==> config.mk <==
export PLATFORM = sky130hd
export DESIGN_NAME = ysyx_22041461_mdu
export DESIGN_NICKNAME = d
export VERILOG_FILES = /design/src/rtl/ysyx_22041461_mdu.sv
export SDC_FILE = /design/constraint.sdc
export NUM_CORES = 2
export LEC_CHECK = 0
export BUFFER_PORTS_ARGS = -buffer_cell sky130_fd_sc_hd__buf_2
export CELL_PAD_IN_SITES_DETAIL_PLACEMENT = 2
export CELL_PAD_IN_SITES_GLOBAL_PLACEMENT = 2
export CORE_ASPECT_RATIO = 0.7
export CORE_MARGIN = 5
export CORE_UTILIZATION = 40
export DETAILED_ROUTE_END_ITERATION = 12
export PLACE_DENSITY = 0.95
export SLEW_MARGIN = 20
export SYNTH_ARGS = -nofsm -noshare
export SYNTH_HDL_FRONTEND = slang
export SYNTH_SLANG_ARGS = --single-unit
==> constraint.sdc <==
create_clock -name clk -period 12.5 [get_ports clk]
set_input_delay 3.125 -clock clk [delete_from_list [all_inputs] [get_ports clk]]
set_output_delay 3.125 -clock clk [all_outputs]
set_load 0.01 [all_outputs]
==> src/rtl/ysyx_22041461_mdu.sv <==
// Iterative RV64M multiply/divide unit. It takes one operation at a time
// through a valid/ready handshake and returns the 64-bit result through a
// second valid/ready handshake.
// The multiplier is a radix-2 shift-add and the divider is a restoring divider.
// Both work on magnitudes. The sign is applied on the last iteration.
module ysyx_22041461_mdu (
    input  logic        clk,
    input  logic        rst_n,
    input  logic        in_valid,
    output logic        in_ready,
    input  logic [3:0]  op,
    input  logic [63:0] src1,
    input  logic [63:0] src2,
    input  logic        flush,
    output logic        out_valid,
    input  logic        out_ready,
    output logic [63:0] result,
    output logic        busy
);
    typedef enum logic [1:0] {ST_IDLE, ST_MUL, ST_DIV, ST_DONE} state_t;

    state_t        state_reg, state_next;
    logic [6:0]    cnt_reg;
    logic [127:0]  prod_reg;      // {partial product, remaining multiplier}
    logic [63:0]   opb_reg;       // multiplicand (mul) or divisor (div)
    logic [63:0]   rem_reg, quo_reg, result_reg;
    logic          neg_reg, nrem_reg, hi_reg, sel_rem_reg, w_reg;

    logic dec_mul, dec_w, dec_s1, dec_s2, dec_hi, dec_rem, dec_legal;
    logic [63:0] ext_a, ext_b, mag_a, mag_b, spec_raw, spec_res;
    logic a_neg, b_neg, div_zero, div_ovf, dec_special, accept;

    logic [64:0]  mul_sum, div_shift;
    logic [127:0] prod_nx, p_eff, p_fin;
    logic [63:0]  rem_nx, quo_nx, div_diff, mul_res, q_fin, r_fin, raw_res, fin_res;
    logic         div_ge;

    assign in_ready  = (state_reg == ST_IDLE);
    assign busy      = (state_reg != ST_IDLE);
    assign out_valid = (state_reg == ST_DONE);
    assign result    = result_reg;
    assign accept    = in_valid & in_ready & ~flush;

    // Opcode decode: operation class, operand signedness, result selection.
    // MUL and MULW only use the low half of the product. Those bits are the same
    // for signed and unsigned operands, so both are treated as unsigned.
    always_comb begin
        dec_mul = 1'b0; dec_w = 1'b0; dec_s1 = 1'b0; dec_s2 = 1'b0;
        dec_hi = 1'b0; dec_rem = 1'b0; dec_legal = 1'b1;
        case (op)
            4'd0:  dec_mul = 1'b1;
            4'd1:  begin dec_mul = 1'b1; dec_hi = 1'b1; dec_s1 = 1'b1; dec_s2 = 1'b1; end
            4'd2:  begin dec_mul = 1'b1; dec_hi = 1'b1; dec_s1 = 1'b1; end
            4'd3:  begin dec_mul = 1'b1; dec_hi = 1'b1; end
            4'd4:  begin dec_s1 = 1'b1; dec_s2 = 1'b1; end
            4'd5:  ;
            4'd6:  begin dec_s1 = 1'b1; dec_s2 = 1'b1; dec_rem = 1'b1; end
            4'd7:  dec_rem = 1'b1;
            4'd8:  begin dec_mul = 1'b1; dec_w = 1'b1; end
            4'd9:  begin dec_w = 1'b1; dec_s1 = 1'b1; dec_s2 = 1'b1; end
            4'd10: dec_w = 1'b1;
            4'd11: begin dec_w = 1'b1; dec_s1 = 1'b1; dec_s2 = 1'b1; dec_rem = 1'b1; end
            4'd12: begin dec_w = 1'b1; dec_rem = 1'b1; end
            default: dec_legal = 1'b0;
        endcase
    end

    // Operand extension and magnitudes. Divide-by-zero and signed overflow are resolved here.
    always_comb begin
        ext_a = dec_w ? (dec_s1 ? {{32{src1[31]}}, src1[31:0]} : {32'd0, src1[31:0]}) : src1;
        ext_b = dec_w ? (dec_s2 ? {{32{src2[31]}}, src2[31:0]} : {32'd0, src2[31:0]}) : src2;
        a_neg = dec_s1 & ext_a[63];
        b_neg = dec_s2 & ext_b[63];
        mag_a = a_neg ? (64'd0 - ext_a) : ext_a;
        mag_b = b_neg ? (64'd0 - ext_b) : ext_b;
        div_zero = (ext_b == 64'd0);
        div_ovf  = dec_s1 & dec_s2 & (&ext_b) &
                   (ext_a == (dec_w ? 64'hFFFF_FFFF_8000_0000 : 64'h8000_0000_0000_0000));
        dec_special = dec_legal & ~dec_mul & (div_zero | div_ovf);
        if (div_zero)
            spec_raw = dec_rem ? ext_a : 64'hFFFF_FFFF_FFFF_FFFF;
        else
            spec_raw = dec_rem ? 64'd0 : ext_a;
        spec_res = dec_w ? {{32{spec_raw[31]}}, spec_raw[31:0]} : spec_raw;
    end

    // One iteration of each datapath, and the signed final result built from the iterated values.
    // After 32 iterations a W product sits 32 bits higher in prod, so it is shifted back down.
    always_comb begin
        mul_sum   = {1'b0, prod_reg[127:64]} + (prod_reg[0] ? {1'b0, opb_reg} : 65'd0);
        prod_nx   = {mul_sum, prod_reg[63:1]};
        div_shift = {rem_reg, quo_reg[63]};
        div_ge    = (div_shift >= {1'b0, opb_reg});
        div_diff  = div_shift[63:0] - opb_reg;
        rem_nx    = div_ge ? div_diff : div_shift[63:0];
        quo_nx    = {quo_reg[62:0], div_ge};
        p_eff     = w_reg ? {32'd0, prod_nx[127:32]} : prod_nx;
        p_fin     = neg_reg ? (128'd0 - p_eff) : p_eff;
        mul_res   = hi_reg ? p_fin[127:64] : p_fin[63:0];
        q_fin     = neg_reg ? (64'd0 - quo_nx) : quo_nx;
        r_fin     = nrem_reg ? (64'd0 - rem_nx) : rem_nx;
        raw_res   = (state_reg == ST_MUL) ? mul_res : (sel_rem_reg ? r_fin : q_fin);
        fin_res   = w_reg ? {{32{raw_res[31]}}, raw_res[31:0]} : raw_res;
    end

    // State register.
    always_ff @(posedge clk or negedge rst_n) begin
        if (!rst_n) state_reg <= ST_IDLE;
        else        state_reg <= state_next;
    end

    // Next-state logic. Flush overrides every transition.
    always_comb begin
        state_next = state_reg;
        if (flush) begin
            state_next = ST_IDLE;
        end else begin
            case (state_reg)
                ST_IDLE: if (in_valid) begin
                    if (!dec_legal || dec_special) state_next = ST_DONE;
                    else if (dec_mul)              state_next = ST_MUL;
                    else                           state_next = ST_DIV;
                end
                ST_MUL, ST_DIV: if (cnt_reg == 7'd1) state_next = ST_DONE;
                ST_DONE: if (out_ready) state_next = ST_IDLE;
                default: state_next = ST_IDLE;
            endcase
        end
    end

    // Datapath. Operands are loaded on accept, then one bit is processed per cycle.
    // The result is written only on the edge that enters DONE.
    always_ff @(posedge clk or negedge rst_n) begin
        if (!rst_n) begin
            cnt_reg <= '0; prod_reg <= '0; opb_reg <= '0; rem_reg <= '0; quo_reg <= '0;
            result_reg <= '0; neg_reg <= 1'b0; nrem_reg <= 1'b0; hi_reg <= 1'b0;
            sel_rem_reg <= 1'b0; w_reg <= 1'b0;
        end else if (accept) begin
            cnt_reg     <= dec_w ? 7'd32 : 7'd64;
            prod_reg    <= {64'd0, mag_b};
            opb_reg     <= dec_mul ? mag_a : mag_b;
            rem_reg     <= '0;
            quo_reg     <= dec_w ? {mag_a[31:0], 32'd0} : mag_a;
            neg_reg     <= a_neg ^ b_neg;
            nrem_reg    <= a_neg;
            hi_reg      <= dec_hi;
            sel_rem_reg <= dec_rem;
            w_reg       <= dec_w;
            if (!dec_legal)       result_reg <= '0;
            else if (dec_special) result_reg <= spec_res;
        end else if (!flush && (state_reg == ST_MUL || state_reg == ST_DIV)) begin
            cnt_reg <= cnt_reg - 7'd1;
            if (state_reg == ST_MUL) begin
                prod_reg <= prod_nx;
            end else begin
                rem_reg <= rem_nx;
                quo_reg <= quo_nx;
            end
            if (cnt_reg == 7'd1) result_reg <= fin_res;
        end
    end
endmodule

---- Word-level counts from Yosys, hierarchy flattened ----
Cells that the tools add are included.
word-level totals
  register bits ........................... 398
  bits of input ports ..................... 137
  output and inout bits ................... 67
  word-level logic and storage cells ...... 135
cells by class
  add/sub/neg operators ................... 8
  $lt $le $gt $ge ......................... 1
  equality and inequality tests ........... 22
  muxes and demuxes ....................... 54
  bitwise logic cells ..................... 13
  reductions and logical operators ........ 25
operator list
  operator                 number
  $mux 64                  31
  $mux 128                 5
  $sub 1x64->64 const A    4
  $sub 1x128->128 const A  1
  $add 64x64->65           1
  $ge 65x64->1             1
  $eq 64x64->1             1
  $logic_not 64->1         1
  $reduce_and 64->1        1
  $sub 64x64->64           1
  $mux 63                  1
  $mux 7                   3
  $eq 4x4->1 const B       5
  $eq 4x3->1 const B       4
  $reduce_or 5->1          3
  $reduce_or 13->1         1
  $mux 2                   6
  $and 1x1->1              9
  $eq 4x2->1 const B       2
  $reduce_bool 2->1        4
  $eq 7x1->1 const B       1
  $mux 1                   7
  $sub 7x1->7 const B      1
  $ne 3x2->1 const B       2
  other kinds (20)         27

---- Depth between registers and ports, before layout ----
  depth in word-level cells ............... 15
  gate-level depth with buffers ........... 29
  mapped depth without buffers ............ 22

---- Least setup slack after synthesis ----
Ideal clock, no wire load.
  path kind ............................... reg-to-reg
  start ................................... register w_reg
  end ..................................... register result_reg[50], in the netlist result[50]
  library setup time ...................... 126 ps
  arrival time ............................ 7,919 ps
  data required time ...................... 12,374 ps
  setup slack ............................. 4,455 ps
  cell stages (with the launch flop) ...... 28
  buffers on the path ..................... 13
  period minus slack after synthesis ...... 8,045 ps
  cells stage by stage .................... dfrtp_1 -> buf_2 -> buf_2 -> buf_1 -> clkbuf_1 -> clkbuf_1 -> buf_2 -> buf_2 -> buf_2 -> buf_2 -> buf_1 -> clkbuf_1 -> clkbuf_1 -> buf_1 -> mux2i_1 -> ha_1 -> o221ai_1 -> nor4_1 -> or4b_1 -> or4_1 -> or3_1 -> or4_1 -> or3b_1 -> nor4_2 -> nand2_1 -> a21o_1 -> o211a_1 -> o32a_1
on the way
  cells in the longest elaborated chain, start to end .. 9
RTL lines
  what                    RTL line  RTL
  start, declared         27        logic neg_reg, nrem_reg, hi_reg, sel_rem_reg, w_reg;
  start signal, assigned  148       w_reg <= dec_w;
  $mux 128                97        p_eff = w_reg ? {32'd0, prod_nx[127:32]} : prod_nx;
  $sub 1x128->128         98        p_fin = neg_reg ? (128'd0 - p_eff) : p_eff;
  $mux 128                98
  $mux 64                 99        mul_res = hi_reg ? p_fin[127:64] : p_fin[63:0];
  $mux 64                 102       raw_res = (state_reg == ST_MUL) ? mul_res : (sel_rem_reg ? r_fin : q_fin);
  $mux 64 *               103       fin_res = w_reg ? {{32{raw_res[31]}}, raw_res[31:0]} : raw_res;
  $mux 64 *               159       if (cnt_reg == 7'd1) result_reg <= fin_res;
  $mux 64 *               151       end else if (!flush && (state_reg == ST_MUL || state_reg == ST_DIV)) begin
  $mux 64 *               138       end else if (accept) begin
  end signal, assigned    150       else if (dec_special) result_reg <= spec_res;
  end signal, assigned    159
  end, declared           26        logic [63:0] rem_reg, quo_reg, result_reg;
Mark *: on every way between the ends. The rest lies on a longest branch, timed or not. The select of a mux whose other input is x is not followed.
A chain may end at the register's enable or synchronous reset.

---- Final worst setup path ----
  start ................................... register opb_reg[42]
  end ..................................... register result_reg[58], in the netlist result[58]
on the way
  cells in the longest elaborated chain, start to end .. 11
  elaborated cells on any way between the ends .. 19
  those cells by class .................... add/sub: 5; order compare: 1; mux: 13
RTL lines
  what                    RTL line  RTL
  start, declared         25        logic [63:0] opb_reg;
  start signal, assigned  141       opb_reg <= dec_mul ? mag_a : mag_b;
  $mux 64                 90        mul_sum = {1'b0, prod_reg[127:64]} + (prod_reg[0] ? {1'b0, opb_reg} : 65'd0);
  $add 64x64->65          90
  $mux 128                97
  $sub 1x128->128         98
  $mux 128                98
  $mux 64                 99
  $mux 64 *               102
  $mux 64 *               103
  $mux 64 *               159
  $mux 64 *               151
  $mux 64 *               138
Marked as above.

==> results by group <==
Run status
  • Status: finished, final reports clean

Logic synthesis
  • Warnings, synthesis: 0
  • Syn Area/Cell: 7.060 um2
  • Top cells by area, synth: dfrtp_1, a21oi_1, o21ai_0
  • Prevailing post-synth register cell: dfrtp_1
  • Syn Inst Count: 6214
  • Number of synthesized flops with an enable pin: 0
  • Top cell type's share of synthesized area: 0.2270
  • Cell variety after synth: 104
  • Post-Syn Area: 43870 um2
  • Seq/Total Area, Yosys: 0.2270
  • Ys async rst share: 1.000
  • Post-Syn Nets: 6492
  • #FFs+latches synth: 398
  • Leading area contributor after synthesis: dfrtp_1

GRT
  • Global-route usage over all layers: 0.5028
  • Vias in the first global route: 57270
  • Antenna violations before repair: 48
  • First-pass GRT wire length: 430200 um
  • GRT overflow: 0
  • Largest net degree at the start of global routing: 147

Route
  • Vias: 58970
  • Routed Antenna Nets: 0
  • Wire per inst: 40.19 um
  • Top Metal Used: met5
  • DR iter-0 viols: 10130
  • Routed wire length: 308700 um
  • Vias per cell: 7.680
  • Met2 wire length: 114700 um
  • DRC violations left: 0
  • DR WL met3: 50700 um
  • Metal-1 WL: 116100 um
  • Drt first pass iters: 6

Die
  • CORE AREA: 108700 um2
  • Height of the die: 287.1 um
  • FP Rows: 101
  • Starting Density: 0.4037
  • IO Pins: 204
  • DIE AREA: 116500 um2
  • Chip width: 405.8 um

Power
  • Clock Power Share: 0.146
  • Power Dens Cells: 248.6 nW/um2
  • Psw: 7243 uW
  • Leakage: 0.01913 uW
  • Combinational fraction of design power: 0.639
  • P_int: 4736 uW
  • Maximum vdd drop: 0.1208 mV
  • Sequential Power Share: 0.215
  • Power Total: 11980 uW
  • Net Sw Frac: 0.6047

Clock tree
  • CTS tree: done
  • Clk_lat worst skew: 0.71 ns
  • H-tree depth: 2
  • Post-CTS setup buffer count: 0
  • Root buf cell: clkbuf_16
  • CTS buffer count: 51
  • CTS clk-pin slew, worst paths: 0.07 ns
  • CTS Hold Bufs: 0
  • Total clock sinks: 398
  • Cts repair resizes: 0
  • Clock buffer depth: 3

Layout
  • Layout cell share with drive strength beyond 1: 0.09277
  • # fillers: 12670
  • Commonest cells after routing, fill and taps aside: nand2_1, nor2_1, a21oi_1, o21ai_0, dfrtp_1
  • Finished Core Util: 0.4433
  • Cell Count, Final, Fillers Out: 7679
  • Synthesis-to-finish area growth: 9.816%
  • Commonest non-fill, non-tap cell in the layout: nand2_1
  • Nets: 6433
  • Max reg flops: 128

STA
  • Final setup vio count: 0
  • Final Critical Period: 9.494 ns
  • F_max: 105.3 MHz
  • Worst-Margin Slew: 1.448 ns
  • Final hold violations: 0
  • Clock Skew: 0.06217 ns
  • TNS Setup: 0 ns
  • Final period util: 0.7595
  • Slew margin rel.: 0.03031
  • RSZ-0062 raised after global routing: no
  • Pins over their slew limit: 0

Min path
  • Hold Crit Class: reg -> reg

Worst setup path
  • CP peak stage delay: 1.24 ns
  • Setup crit end kind: flop
  • Required @ worst endpoint: 13.10 ns
  • Most common cell on crit path: o21ai_0
  • CP max stage cell: o21ai_0
  • Worst Path Max Fanout: 52
  • CP cell instances: inv_1, ha_1, a21oi_1, o21ai_0, a221oi_1, o21ai_0, a21oi_1, nand2_4, o21ai_0, ha_1, inv_1, or4_2, nor4_1, nand3_1, o31ai_1, nand3_1, nor4_2, nand2_1, or4_1, o21a_1, a31oi_1
  • Crit-path leading delay family: compound AO/OA/AOI/OAI gates
  • Setup crit start kind: flop
  • Critical path class: reg -> reg
  • Worst EP arrival: 10.10 ns
  • Worst Path Buf+Inv: 2

Placement
  • Port Buffers: 203
  • Placed insts: 7539
  • DPL Wire Length: 234900 um
  • Gp weighted congestion: 1.106

Flow run
  • Max cap viols: 0
-- worst register-to-register path, cell delays in order, from the launching register on --
cell and delay, ns:
dfrtp_1 0.37, inv_1 0.10, ha_1 0.47, a21oi_1 0.38, o21ai_0 0.21, a221oi_1 0.69
o21ai_0 0.34, a21oi_1 0.69, nand2_4 0.61, o21ai_0 1.26, ha_1 0.56, inv_1 0.13
or4_2 0.69, nor4_1 0.44, nand3_1 0.23, o31ai_1 0.22, nand3_1 0.21, nor4_2 0.74
nand2_1 0.23, or4_1 0.56, o21a_1 0.12, a31oi_1 0.18
-- worst paths after layout --
path / startpoint / to / slack, ns / cells past startpoint
setup reg to reg: opb_reg[42]$_DFFE_PN0P_ / result[58]$_DFFE_PN0P_ / 3.01 / 21
min in group asynchronous: rst_n / prod_reg[15]$_DFFE_PN0P_ / 2.41 / 1
hold reg to reg: nrem_reg$_DFFE_PN0P_ / nrem_reg$_DFFE_PN0P_ / 0.50 / 2
max in group asynchronous: rst_n / w_reg$_DFFE_PN0P_ / 7.70 / 3
hold / removal: nrem_reg$_DFFE_PN0P_ / nrem_reg$_DFFE_PN0P_ / 0.50 / 2
setup / recovery: opb_reg[42]$_DFFE_PN0P_ / result[58]$_DFFE_PN0P_ / 3.01 / 21
-- Yosys cell counts, types with 47 or more instances --
library cell and number:
and2_1 115, xor2_1 153, nand2_1 730, o31ai_1 88, o211ai_1 87, dfrtp_1 398
ha_1 139, inv_1 148, a21o_1 71, mux2i_1 112, o21ai_0 615, buf_1 55
a31oi_1 70, a211oi_1 82, a21oi_1 653, clkbuf_1 366, and3_1 47, nand4_1 112
xnor2_1 158, nor3_1 194, o21a_1 48, or3_1 85, a221oi_1 50, nor4_1 69
nand3_1 111, nor2_1 668
-- final cells by class --
type	instances	area, um2	area share
Antenna cell	39	97.59	0.002026
Clock buffer	68	1440	0.02989
Clock inverter	28	370.4	0.007687
Inverter	150	564.3	0.01171
Multi-Input combinational cell	5229	31900	0.6621
Sequential cell	398	9972	0.2070
Tap cell	1442	1804	0.03745
Timing Repair Buffer	325	2031	0.04215
-- per-layer routing --
layer / up-vias / track usage
met3: 1217 / 0.2414
li1: 22960 / -
met2: 5158 / 0.6633
met4: 44 / 0.3170
met5: - / 0.04595
met1: 29600 / 0.6447
-- per-stage QoR --
stage | setup slack [ns] | hold WS [ns] | area [um2]
2_1_floorplan | 4.455 | 0.4563 | 43870
3_3_place_gp | 3.918 | 0.4653 | 46120
3_5_place_dp | 3.647 | 0.4915 | 46130
4_1_cts | 3.726 | 0.5082 | 47940
5_1_grt | 2.980 | 0.5206 | 48100
6_report | 3.006 | 0.5039 | 48180
-- power groups by stage --
stage | Combinational, uW | Sequential [uW] | Clock [uW]
6_report | 7650 | 2580 | 1740
5_1_grt | 7700 | 2540 | 1760
4_1_cts | 7080 | 2470 | 1710
3_5_place_dp | 6930 | 2480 | 0
3_3_place_gp | 6590 | 2420 | 0
2_1_floorplan | 4150 | 2080 | 0
-- cell families after synthesis --
kind of cell             after synthesis  share of synthesized area
AO/OA/AOI/OAI                       2235                     0.3228
XOR/XNOR                             311                    0.06209
adder cells (fa/ha/maj)              141                    0.04055
buffers and inverters                587                    0.05085
flip-flops                           398                     0.2270
multiplexers                         140                    0.03325
AND/OR/NAND/NOR                     2402                     0.2634
Note: power is estimated with default switching activity, not from simulation.
